--- src/rtl/game_para_smooth.sv ---
// Attention/meditation moving-average smoother that steps two game levels once per tick.
// Optional hysteresis margin enabled by defining GAME_PARA_HYST_EN.
module game_para_smooth #(
  parameter int DATA_W   = 8,
  parameter int LVL_W    = 3,
  parameter int AVG_LOG2 = 2,
  parameter int HYST     = 4
) (
  input  logic              clk,
  input  logic              rst,
  input  logic              sample_valid,
  input  logic [DATA_W-1:0] attention_data,
  input  logic [DATA_W-1:0] meditation_data,
  input  logic              tick_1s,
  input  logic              freeze,
  output logic [LVL_W-1:0]  snake_speed,
  output logic [LVL_W-1:0]  apple_size,
  output logic              level_chg,
  output logic              warm,
  output logic [1:0]        state_dbg
);

  // Handshake: sample_valid and tick_1s are single-cycle strobes with no ready;
  // every asserted cycle is consumed, so the source never stalls.

  localparam int D     = 1 << AVG_LOG2;
  localparam int SUM_W = DATA_W + AVG_LOG2;
  localparam int TW    = DATA_W + 1;
  localparam int SH    = DATA_W - LVL_W;

  localparam logic [LVL_W-1:0]  LMAX      = '1;
  localparam logic [AVG_LOG2:0] FILL_FULL = (AVG_LOG2 + 1)'(D);
  localparam logic [AVG_LOG2:0] FILL_LAST = (AVG_LOG2 + 1)'(D - 1);

`ifdef GAME_PARA_HYST_EN
  localparam logic [TW-1:0] HYST_M = TW'(HYST);
`else
  localparam logic [TW-1:0] HYST_M = '0;
`endif

  typedef enum logic [1:0] {
    ST_WARM = 2'd0,
    ST_RUN  = 2'd1,
    ST_HOLD = 2'd2
  } state_e;

  state_e              state_q, state_d;
  logic [DATA_W-1:0]   buf_a_q [D];
  logic [DATA_W-1:0]   buf_a_d [D];
  logic [DATA_W-1:0]   buf_m_q [D];
  logic [DATA_W-1:0]   buf_m_d [D];
  logic [AVG_LOG2-1:0] wp_q, wp_d;
  logic [AVG_LOG2:0]   fill_q, fill_d;
  logic [SUM_W-1:0]    sum_a_q, sum_a_d;
  logic [SUM_W-1:0]    sum_m_q, sum_m_d;
  logic [LVL_W-1:0]    lvl_a_q, lvl_a_d;
  logic [LVL_W-1:0]    lvl_m_q, lvl_m_d;
  logic                chg_q, chg_d;
  logic                warm_q, warm_d;

  logic [DATA_W-1:0]   avg_a, avg_m;

  // Averages come from the registered sums, so a same-cycle sample never affects a tick.
  assign avg_a = sum_a_q[SUM_W-1:AVG_LOG2];
  assign avg_m = sum_m_q[SUM_W-1:AVG_LOG2];

  // Compares are done one bit wider than the data so thr(LMAX+1) and avg+HYST never wrap.
  function automatic logic [LVL_W-1:0] step_lvl(input logic [LVL_W-1:0]  lvl,
                                               input logic [DATA_W-1:0] avg);
    logic [TW-1:0] avg_w;
    logic [TW-1:0] thr_up;
    logic [TW-1:0] thr_dn;
    avg_w  = {1'b0, avg};
    thr_up = (TW'(lvl) + TW'(1)) << SH;
    thr_dn = TW'(lvl) << SH;
    step_lvl = lvl;
    if (lvl != LMAX && avg_w >= thr_up + HYST_M) begin
      step_lvl = lvl + LVL_W'(1);
    end else if (lvl != '0 && avg_w + HYST_M < thr_dn) begin
      step_lvl = lvl - LVL_W'(1);
    end
  endfunction

  always_comb begin
    state_d = state_q;
    buf_a_d = buf_a_q;
    buf_m_d = buf_m_q;
    wp_d    = wp_q;
    fill_d  = fill_q;
    sum_a_d = sum_a_q;
    sum_m_d = sum_m_q;
    lvl_a_d = lvl_a_q;
    lvl_m_d = lvl_m_q;
    chg_d   = 1'b0;
    warm_d  = warm_q;

    if (sample_valid) begin
      sum_a_d = sum_a_q + SUM_W'(attention_data) - SUM_W'(buf_a_q[wp_q]);
      sum_m_d = sum_m_q + SUM_W'(meditation_data) - SUM_W'(buf_m_q[wp_q]);
      buf_a_d[wp_q] = attention_data;
      buf_m_d[wp_q] = meditation_data;
      wp_d = wp_q + AVG_LOG2'(1);
      if (fill_q != FILL_FULL) begin
        fill_d = fill_q + (AVG_LOG2 + 1)'(1);
      end
    end

    case (state_q)
      ST_WARM: begin
        if (sample_valid && fill_q == FILL_LAST) begin
          warm_d  = 1'b1;
          state_d = freeze ? ST_HOLD : ST_RUN;
        end
      end
      ST_RUN: begin
        if (tick_1s) begin
          lvl_a_d = step_lvl(lvl_a_q, avg_a);
          lvl_m_d = step_lvl(lvl_m_q, avg_m);
          chg_d   = (lvl_a_d != lvl_a_q) || (lvl_m_d != lvl_m_q);
        end
        if (freeze) begin
          state_d = ST_HOLD;
        end
      end
      ST_HOLD: begin
        if (!freeze) begin
          state_d = ST_RUN;
        end
      end
      default: state_d = ST_WARM;
    endcase
  end

  always_ff @(posedge clk or negedge rst) begin
    if (!rst) begin
      state_q <= ST_WARM;
      for (int i = 0; i < D; i++) begin
        buf_a_q[i] <= '0;
        buf_m_q[i] <= '0;
      end
      wp_q    <= '0;
      fill_q  <= '0;
      sum_a_q <= '0;
      sum_m_q <= '0;
      lvl_a_q <= '0;
      lvl_m_q <= '0;
      chg_q   <= 1'b0;
      warm_q  <= 1'b0;
    end else begin
      state_q <= state_d;
      buf_a_q <= buf_a_d;
      buf_m_q <= buf_m_d;
      wp_q    <= wp_d;
      fill_q  <= fill_d;
      sum_a_q <= sum_a_d;
      sum_m_q <= sum_m_d;
      lvl_a_q <= lvl_a_d;
      lvl_m_q <= lvl_m_d;
      chg_q   <= chg_d;
      warm_q  <= warm_d;
    end
  end

  assign snake_speed = lvl_a_q;
  assign apple_size  = lvl_m_q;
  assign level_chg   = chg_q;
  assign warm        = warm_q;
  assign state_dbg   = state_q;

endmodule

--- config.mk ---
export PLATFORM = sky130hd
export DESIGN_NAME = game_para_smooth
export DESIGN_NICKNAME = d
export VERILOG_FILES = /design/src/rtl/game_para_smooth.sv
export SDC_FILE = /design/constraint.sdc
export NUM_CORES = 1
export LEC_CHECK = 0
export CAP_MARGIN = 20
export CORE_ASPECT_RATIO = 1.2
export CORE_MARGIN = 2
export CORE_UTILIZATION = 25
export DETAILED_ROUTE_END_ITERATION = 10
export HOLD_SLACK_MARGIN = 0.03
export PLACE_DENSITY = 0.4
export SYNTH_ARGS = -nofsm -noshare
export SYNTH_HDL_FRONTEND = slang
export SYNTH_SLANG_ARGS = --single-unit
--- constraint.sdc ---
create_clock -name clk -period 4.7 [get_ports clk]
set_input_delay 0.47 -clock clk [delete_from_list [all_inputs] [get_ports clk]]
set_output_delay 0.47 -clock clk [all_outputs]
set_load 0.05 [all_outputs]
* Word-level counts from Yosys, hierarchy flattened
Cells that the tools add are included.
** Operators by class
- Bitwise gates (word level) :: 1
- Equality and inequality tests :: 11
- Reduce and logical (&&, ||, !) cells :: 14
- Add/subtract/negate cells :: 12
- Multiplexer cells :: 25
- Magnitude comparators :: 6
** Operators with widths (count)
- $bwmux W32 :: 2
- $mux W8 :: 5
- $bmux W8 S2 :: 2
- $mux W3 :: 8
- $add A10 B8 Y10 :: 2
- $sub A10 B8 Y10 :: 2
- $ge A8 B9 Y1 :: 2
- $demux W8 S2 :: 1
- $lt A8 B8 Y1 :: 2
- $add A3 B1 Y3 const B :: 3
- $ne A3 B3 Y1 const B :: 3
- $add A3 B1 Y4 const B :: 2
- $mux W2 :: 4
- $logic_and A1 B1 Y1 :: 6
- $ne A2 B2 Y1 const B :: 3
- $ne A3 B3 Y1 :: 2
- $pmux W2 S3 :: 1
- $reduce_and A2 Y1 :: 3
- $reduce_bool A3 Y1 :: 2
- $sub A3 B1 Y3 const B :: 2
- $eq A3 B2 Y1 const B :: 1
- $ge A3 B3 Y1 const B :: 1
- $lt A3 B1 Y1 const B :: 1
- $not A2 Y3 :: 1
- other kinds (7) :: 8
** Word-level totals
- Bits of input ports :: 21
- Output and inout port bits :: 10
- Word-level logic and storage cells :: 86
- Register bits after elaboration :: 99

* Logic depth before layout (Yosys ltp)
Gate-level depths: netlist of run 1.
- Depth in word-level cells :: 10
- Gate-level depth with buffers :: 13
- Mapped depth without buffers :: 12

* Least setup slack after synthesis of run 1
No wires, ideal clock.
- Kind :: reg2reg
- From :: register wp_q[0]
- To :: register sum_m_q[8]
- Buffers on the path :: 2
- Clock period less this slack :: 3369 ps
- Cell stages (with the launch flop) :: 13
- Setup slack :: 1331 ps
- Data arrival time :: 3242 ps
- Required time :: 4573 ps
- Library setup time :: 127 ps
- Cell sequence :: dfrtp_1 buf_2 buf_4 mux4_2 fa_1 inv_1 fa_1 a21o_1 a21oi_1 o21ai_1 a31oi_1 xor2_1 mux2i_1
** Between the ends
- Cells in the longest elaborated chain, start to end :: 5
** Ends and longest elaborated chain
- start: declaration :: RTL line 52 : logic [AVG_LOG2-1:0] wp_q, wp_d;
- start signal: assignment :: RTL line 153 : wp_q <= wp_d;
- $not A2 Y3 (not written as such) :: RTL line 99 : sum_m_d = sum_m_q + SUM_W'(meditation_data) - SUM_W'(buf_m_q[wp_q]);
- $bmux W8 S2 :: RTL line 99
- $mux W8 (not written as such) (2 in series) :: RTL line 99
- $sub A10 B8 Y10 :: RTL line 99
- end signal: assignment :: RTL line 156 : sum_m_q <= sum_m_d;
- end: declaration :: RTL line 55 : logic [SUM_W-1:0] sum_m_q, sum_m_d;
Every way passes these cells. The select of a mux whose other input is x is not followed.
A chain may end at the register's enable or synchronous reset.

* Worst setup path in the final report of run 1
Same ends and word-level chain as after synthesis.

==> metrics.md, run 1 <==
| Metric | Value |
|---|---|
| Status | finished, final reports clean |
| Total Die Area | 24700 um2 |
| Core area | 23100 um2 |
| GRT Overall Usage | 0.109 |
| Worst-Skew Late Latency | 0.35 ns |
| Filler cell count | 2360 |
| Post-synth top cells | 99 x dfrtp_1, 90 x inv_1, 80 x nand2_1 |
| Placed wire-length estimate | 9.04 mm |
| First-pass GRT wire length | 21.1 mm |
| Max Clk Rate | 0.283 GHz |
| I/O pin count | 31 |
| Cells after synthesis | 581 |
| Initial antenna violation count | 0 |
| Rows | 61 |
| Fin crit share | 0.753 |
| DRC errors left | 0 |
| DR iter-0 viols | 163 |
| CTS Buffer Depth | 2 |
| Post-cts hold buffer count | 0 |
| Avg Inst Size Synth | 10.1 um2 |
| CTS root buf | clkbuf_16 |
| Yosys warnings | 0 |
| Placer congestion estimate | 0.781 |
| CTS buffer count | 9 |
| GRT Residual Overflow | 0 |
| Largest net degree at the start of global routing | 59 |
| DR vias/cell | 4.26 |
| Max-slew violations | 0 |
| Distinct cells, synth | 50 |
| FF+latch count, synth | 99 |
| ANT cells | 0 |
| Max Cap Viol | 0 |
| Total Wirelength | 12.3 mm |
| Fraction of the yosys area taken by sequential cells | 0.423 |
| Nature of the critical path endpoint | register |
| Met3 Wirelength | 281 um |
| Crit path DAT | 3.76 ns |
| CP required | 4.92 ns |
| Count leader, synth | dfrtp_1 |
| Slew HR | 0.475 |
| Syn Std Cell Area | 5860 um2 |
| Cells on worst reg2reg path | 11 |
| RSZ-0062 raised after global routing | false |
| Number of global-route vias before repair | 4150 |
| Async set-reset flop share out of synthesis | 1.00 |
| HP Class | in2async |
| DRT Pass-1 Iters | 4 |
| Share of cells above drive strength 1 | 0.101 |
| Finish-stage setup viols | 0 |
| Synth area leaders | dfrtp_1 42%, ha_1 10%, o21ai_0 6.5%, mux4_2 6.2%, inv_1 5.8% |
| Post-synth top flop | dfrtp_1 |
| Die H | 172 um |
| Worst-path clk slew | 0.08 ns |
| Crit Path Class | reg2reg |
| Crit path max fanout | 8 |
| R2R setup slack | 1.16 ns |
| Layout overhead on the synthesized area | 16.9% |
| Final ANT Viol Nets | 0 |
| Area share of the leading cell type in the synthesized netlist | 0.423 |
| Worst r2r src | wp_q[0]$_DFFE_PN0P_ |
| Die X | 144 um |
| Clock sink count | 99 |
| Post-CTS setup buffers | 0 |
| Multi-input logic area | 2950 um2 |
| Worst-Margin Slew | 0.788 ns |
| Met1 WL | 6.10 mm |
| Met2 WL | 5.78 mm |
| CTS tree | built |
| Buffers on Ports | 30 |
| Startpoint types | register |
| Post-synth top area cell | dfrtp_1 |
| Reg area | 2480 um2 |
| R2r endpoint | sum_m_q[8]$_DFFE_PN0P_ |
| Nets@finish | 694 |
| CTS resizes | 0 |
| Post-layout min period | 3.54 ns |
| Via Count | 3954 |
| Setup TNS | 0 ns |
| Mapped Nets | 665 |
| Worst Skew | 0.0116 ns |
| Routed len/inst | 13.3 um |
| H-tree depth | 3 |
| Top sig layer | met4 |
| Initial core utilization | 0.253 |
| Number of enable flip-flop cells after synthesis | 0 |
| Final hold vios | 0 |
## placed cells by master (no fill, tap or decap), types with 5 or more instances in the layout
cell             instances
mux4_2                  16
o21ai_1                  8
buf_4                    8
ha_1                    47
nand2_1                 80
mux2_2                  10
a21oi_1                 19
clkdlybuf4s50_1         29
o21ai_0                 76
inv_1                   90
fa_1                    16
o21a_1                   5
nor2_1                  20
clkbuf_16                9
dfrtp_1                 99
xnor2_1                 10
xor2_1                   8
a21o_1                   6
## area by class of cell
type / instances / area share
clock inverter: 6 / 0.00804
sequential: 99 / 0.362
tap: 315 / 0.0576
inverter: 90 / 0.0493
clock buffer: 9 / 0.0329
timing repair buffer: 39 / 0.0592
multi-input combinational: 371 / 0.431
## worst max path at each step
stage	from	endpoint	slack, ns	depth (start not counted)
after floorplan	wp_q[0]$_DFFE_PN0P_	sum_m_q[8]$_DFFE_PN0P_	1.33	12
after global placement	wp_q[0]$_DFFE_PN0P_	sum_m_q[8]$_DFFE_PN0P_	1.19	11
after detailed placement	wp_q[0]$_DFFE_PN0P_	sum_m_q[8]$_DFFE_PN0P_	1.16	11
after CTS	wp_q[0]$_DFFE_PN0P_	sum_m_q[8]$_DFFE_PN0P_	1.13	11
after global routing	wp_q[0]$_DFFE_PN0P_	sum_m_q[6]$_DFFE_PN0P_	0.96	11
final	wp_q[0]$_DFFE_PN0P_	sum_m_q[8]$_DFFE_PN0P_	1.16	11
## per-layer routing
| layer | up-vias | GRT usage |
|---|---|---|
| li1 | 1992 | - |
| met3 | 11 | 0.0195 |
| met2 | 47 | 0.178 |
| met4 | 0 | 0.0371 |
| met5 | - | 0 |
| met1 | 1904 | 0.146 |
## flip-flops by register name (all words and copies together), names as in the netlist
signal / flops
apple_size: 3
buf_a_q: 32
sum_m_q: 10
warm: 1
level_chg: 1
fill_q: 3
snake_speed: 3
sum_a_q: 10
buf_m_q: 32
wp_q: 2
state_dbg: 2
## through the flow
stage	util	instances	instance area, um2	worst slack, ns	hold slack [ns]
2_1_floorplan	-	581	5860	1.33	0.174
3_3_place_gp	0.282	912	6510	1.19	0.458
3_5_place_dp	0.283	913	6540	1.16	0.468
4_1_cts	0.295	928	6820	1.13	0.225
5_1_grt	0.296	929	6850	0.962	0.259
6_report	0.296	929	6850	1.16	0.180
## cells by family (layout without fill, tap and decap cells)
family | Yosys count | in the layout | synth area share
compound gates | 140 | 140 | 0.148
simple gates | 120 | 120 | 0.0865
buf+inv | 111 | 144 | 0.0726
flops | 99 | 99 | 0.423
fa+ha+maj | 63 | 63 | 0.155
mux | 30 | 30 | 0.0876
xor+xnor | 18 | 18 | 0.0269
## worst max-delay path, cell delays in order (launching register included)
cell and delay [ns]:
dfrtp_1 0.56, buf_4 0.28, mux4_2 0.54, fa_1 0.49
inv_1 0.07, fa_1 0.46, a21o_1 0.18, a21oi_1 0.29
o21ai_1 0.10, a31oi_1 0.20, xor2_1 0.15, mux2i_1 0.08
Power of run 1 is left out: the tool's default activity adds up to more than one toggle a clock period on the data nets, which glitch-free logic cannot reach.
==> run 2: changes to the inputs <==
Clock period 4.7 ns to 3.3 ns, I/O delays scaled along.
==> run 2 against run 1 <==
Clock-buffer cell count rose by 1. Register-to-register slack got worse by 1.0 ns. Final area rose by 1.0%. Non-clock buffer count rose by 7.
==> metrics.md, run 2 (synthesis results as in run 1) <==
| Metric | Value |
|---|---|
| Status | finished, final reports clean |
| Routed len/inst | 13.3 um (+0.30%) |
| R2R setup slack | 0.14 ns (-1.02 ns) |
| Crit Path Class | reg2reg |
| Largest net degree at the start of global routing | 57 (-3.4%) |
| Max Cap Viol | 0 (unchanged) |
| Clock sink count | 99 (unchanged) |
| Via Count | 3985 (+0.78%) |
| Post-cts hold buffer count | 0 (unchanged) |
| Placed wire-length estimate | 9.40 mm (+4.0%) |
| Max Clk Rate | 0.316 GHz (+12%) |
| DRT Pass-1 Iters | 4 (unchanged) |
| GRT Residual Overflow | 0 (unchanged) |
| CTS buffer count | 9 (unchanged) |
| Filler cell count | 2416 (+2.4%) |
| HP Class | in2async |
| DRC errors left | 0 (unchanged) |
| GRT Overall Usage | 0.110 (+0.000865) |
| CTS tree | built |
| CP required | 3.57 ns (-1.35 ns) |
| Largest registers | buf_a_q x32, buf_m_q x32 |
| Share of cells above drive strength 1 | 0.117 (+0.0164) |
| Worst r2r src | wp_q[0]$_DFFE_PN0P_ |
| Worst Skew | 0.0104 ns (-0.00120 ns) |
| Post-Layout Cell Count | 937 (+0.86%) |
| Worst-Skew Late Latency | 0.35 ns (about the same) |
| Commonest non-fill, non-tap cell in the layout | dfrtp_1 |
| Initial core utilization | 0.253 (unchanged) |
| Number of global-route vias before repair | 4124 (-0.63%) |
| Buffers on Ports | 30 (unchanged) |
| Core area | 23100 um2 (unchanged) |
| H-tree depth | 3 (unchanged) |
| Die X | 144 um (unchanged) |
| Die H | 172 um (unchanged) |
| Post-layout min period | 3.16 ns (-0.376 ns) |
| Placer congestion estimate | 0.780 (-0.19%) |
| Finish-stage setup viols | 0 (unchanged) |
| Nets@finish | 701 (+1.0%) |
| Final ANT Viol Nets | 0 (unchanged) |
| Crit path DAT | 3.43 ns (-0.33 ns) |
| Worst-path clk slew | 0.08 ns (about the same) |
| Startpoint types | register |
| DR iter-0 viols | 228 (+40%) |
| Rows | 61 (unchanged) |
| Inst Count DP | 920 (+0.77%) |
| Fin crit share | 0.958 (+0.205) |
| RSZ-0062 raised after global routing | true |
| CTS Buffer Depth | 2 (unchanged) |
| Worst-Margin Slew | 0.739 ns (-0.0491 ns) |
| Total Wirelength | 12.5 mm (+1.2%) |
| Total Die Area | 24700 um2 (unchanged) |
| Nature of the critical path endpoint | register |
| Commonest non-fill, non-tap cells in the layout | 98 x dfrtp_1, 90 x inv_1, 80 x nand2_1, 75 x o21ai_0, 47 x ha_1 |
| CTS root buf | clkbuf_16 |
| First-pass GRT wire length | 21.2 mm (+0.42%) |
| Crit path max fanout | 8 (unchanged) |
| R2r endpoint | sum_m_q[9]$_DFFE_PN0P_ |
| DR vias/cell | 4.25 (about the same) |
| Cells on worst reg2reg path | 9 (-2) |
| Initial antenna violation count | 0 (unchanged) |
| I/O pin count | 31 (unchanged) |
| Layout overhead on the synthesized area | 18.2% |
| ANT cells | 0 (unchanged) |
| Slew HR | 0.507 (+0.0327) |
| Max-slew violations | 0 (unchanged) |
| Final hold vios | 0 (unchanged) |
## run 2: metrics by stage
step,utilization,TNS (ns),area (um2),hold slack (ns),worst slack [ns]
finish,0.299,0,6920,0.0272,0.139
CTS,0.299,0,6900,0.0625,0.0485
global route,0.299,-0.00275,6920,0.0994,-0.00275
floorplan,-,0,5860,0.0344,0.0129
detailed placement,0.286,0,6610,0.450,0.0501
global placement,0.286,0,6610,0.446,0.0858
## run 2: worst max path at each step
stage | slack (ns) | depth (start not counted) | startpoint | endpoint
after floorplan | 0.01 | 12 | wp_q[0]$_DFFE_PN0P_ | sum_m_q[8]$_DFFE_PN0P_
after CTS | 0.05 | 11 | wp_q[0]$_DFFE_PN0P_ | sum_m_q[8]$_DFFE_PN0P_
after detailed placement | 0.05 | 11 | wp_q[0]$_DFFE_PN0P_ | sum_a_q[7]$_DFFE_PN0P_
after global routing | -0.003 | 11 | wp_q[0]$_DFFE_PN0P_ | sum_m_q[7]$_DFFE_PN0P_
final | 0.14 | 9 | wp_q[0]$_DFFE_PN0P_ | sum_m_q[9]$_DFFE_PN0P_
after global placement | 0.09 | 11 | wp_q[0]$_DFFE_PN0P_ | sum_a_q[7]$_DFFE_PN0P_
## run 2: final cells by class
cell class	count	area [um2]	share of cell area
multi-input cells	371	2960	0.428
flip-flops and latches	99	2480	0.358
repair buffers	46	455	0.0658
well taps	315	394	0.0570
inverters	90	338	0.0488
clock buffers	10	239	0.0345
clock inverters	6	55.1	0.00796
## run 2: critical path, stage by stage, from the launching register on
cell     delay, ns
dfrtp_2       0.41
buf_12        0.15
mux4_2        0.51
fa_1          0.50
inv_1         0.05
ha_1          0.34
a211o_1       0.35
o41ai_2       0.36
mux2i_1       0.25
xor2_1        0.15
## run 2: what timing repair did
item,4_1_cts,5_1_grt
buffers inserted,0,1
resized for setup,0,4
endpoints found under the setup margin,0,8
## run 2: layer usage
metal / vias up / global-route usage / part of all wire / routed length, um
met3: 15 / 0.0128 / 0.016 / 194
met1: 1913 / 0.151 / 0.51 / 6350
met4: 0 / 0.0439 / 0.019 / 234
li1: 2013 / - / - / -
met2: 44 / 0.176 / 0.46 / 5700
met5: - / 0 / 0 / 0
Power of run 2 is left out for the same reason.
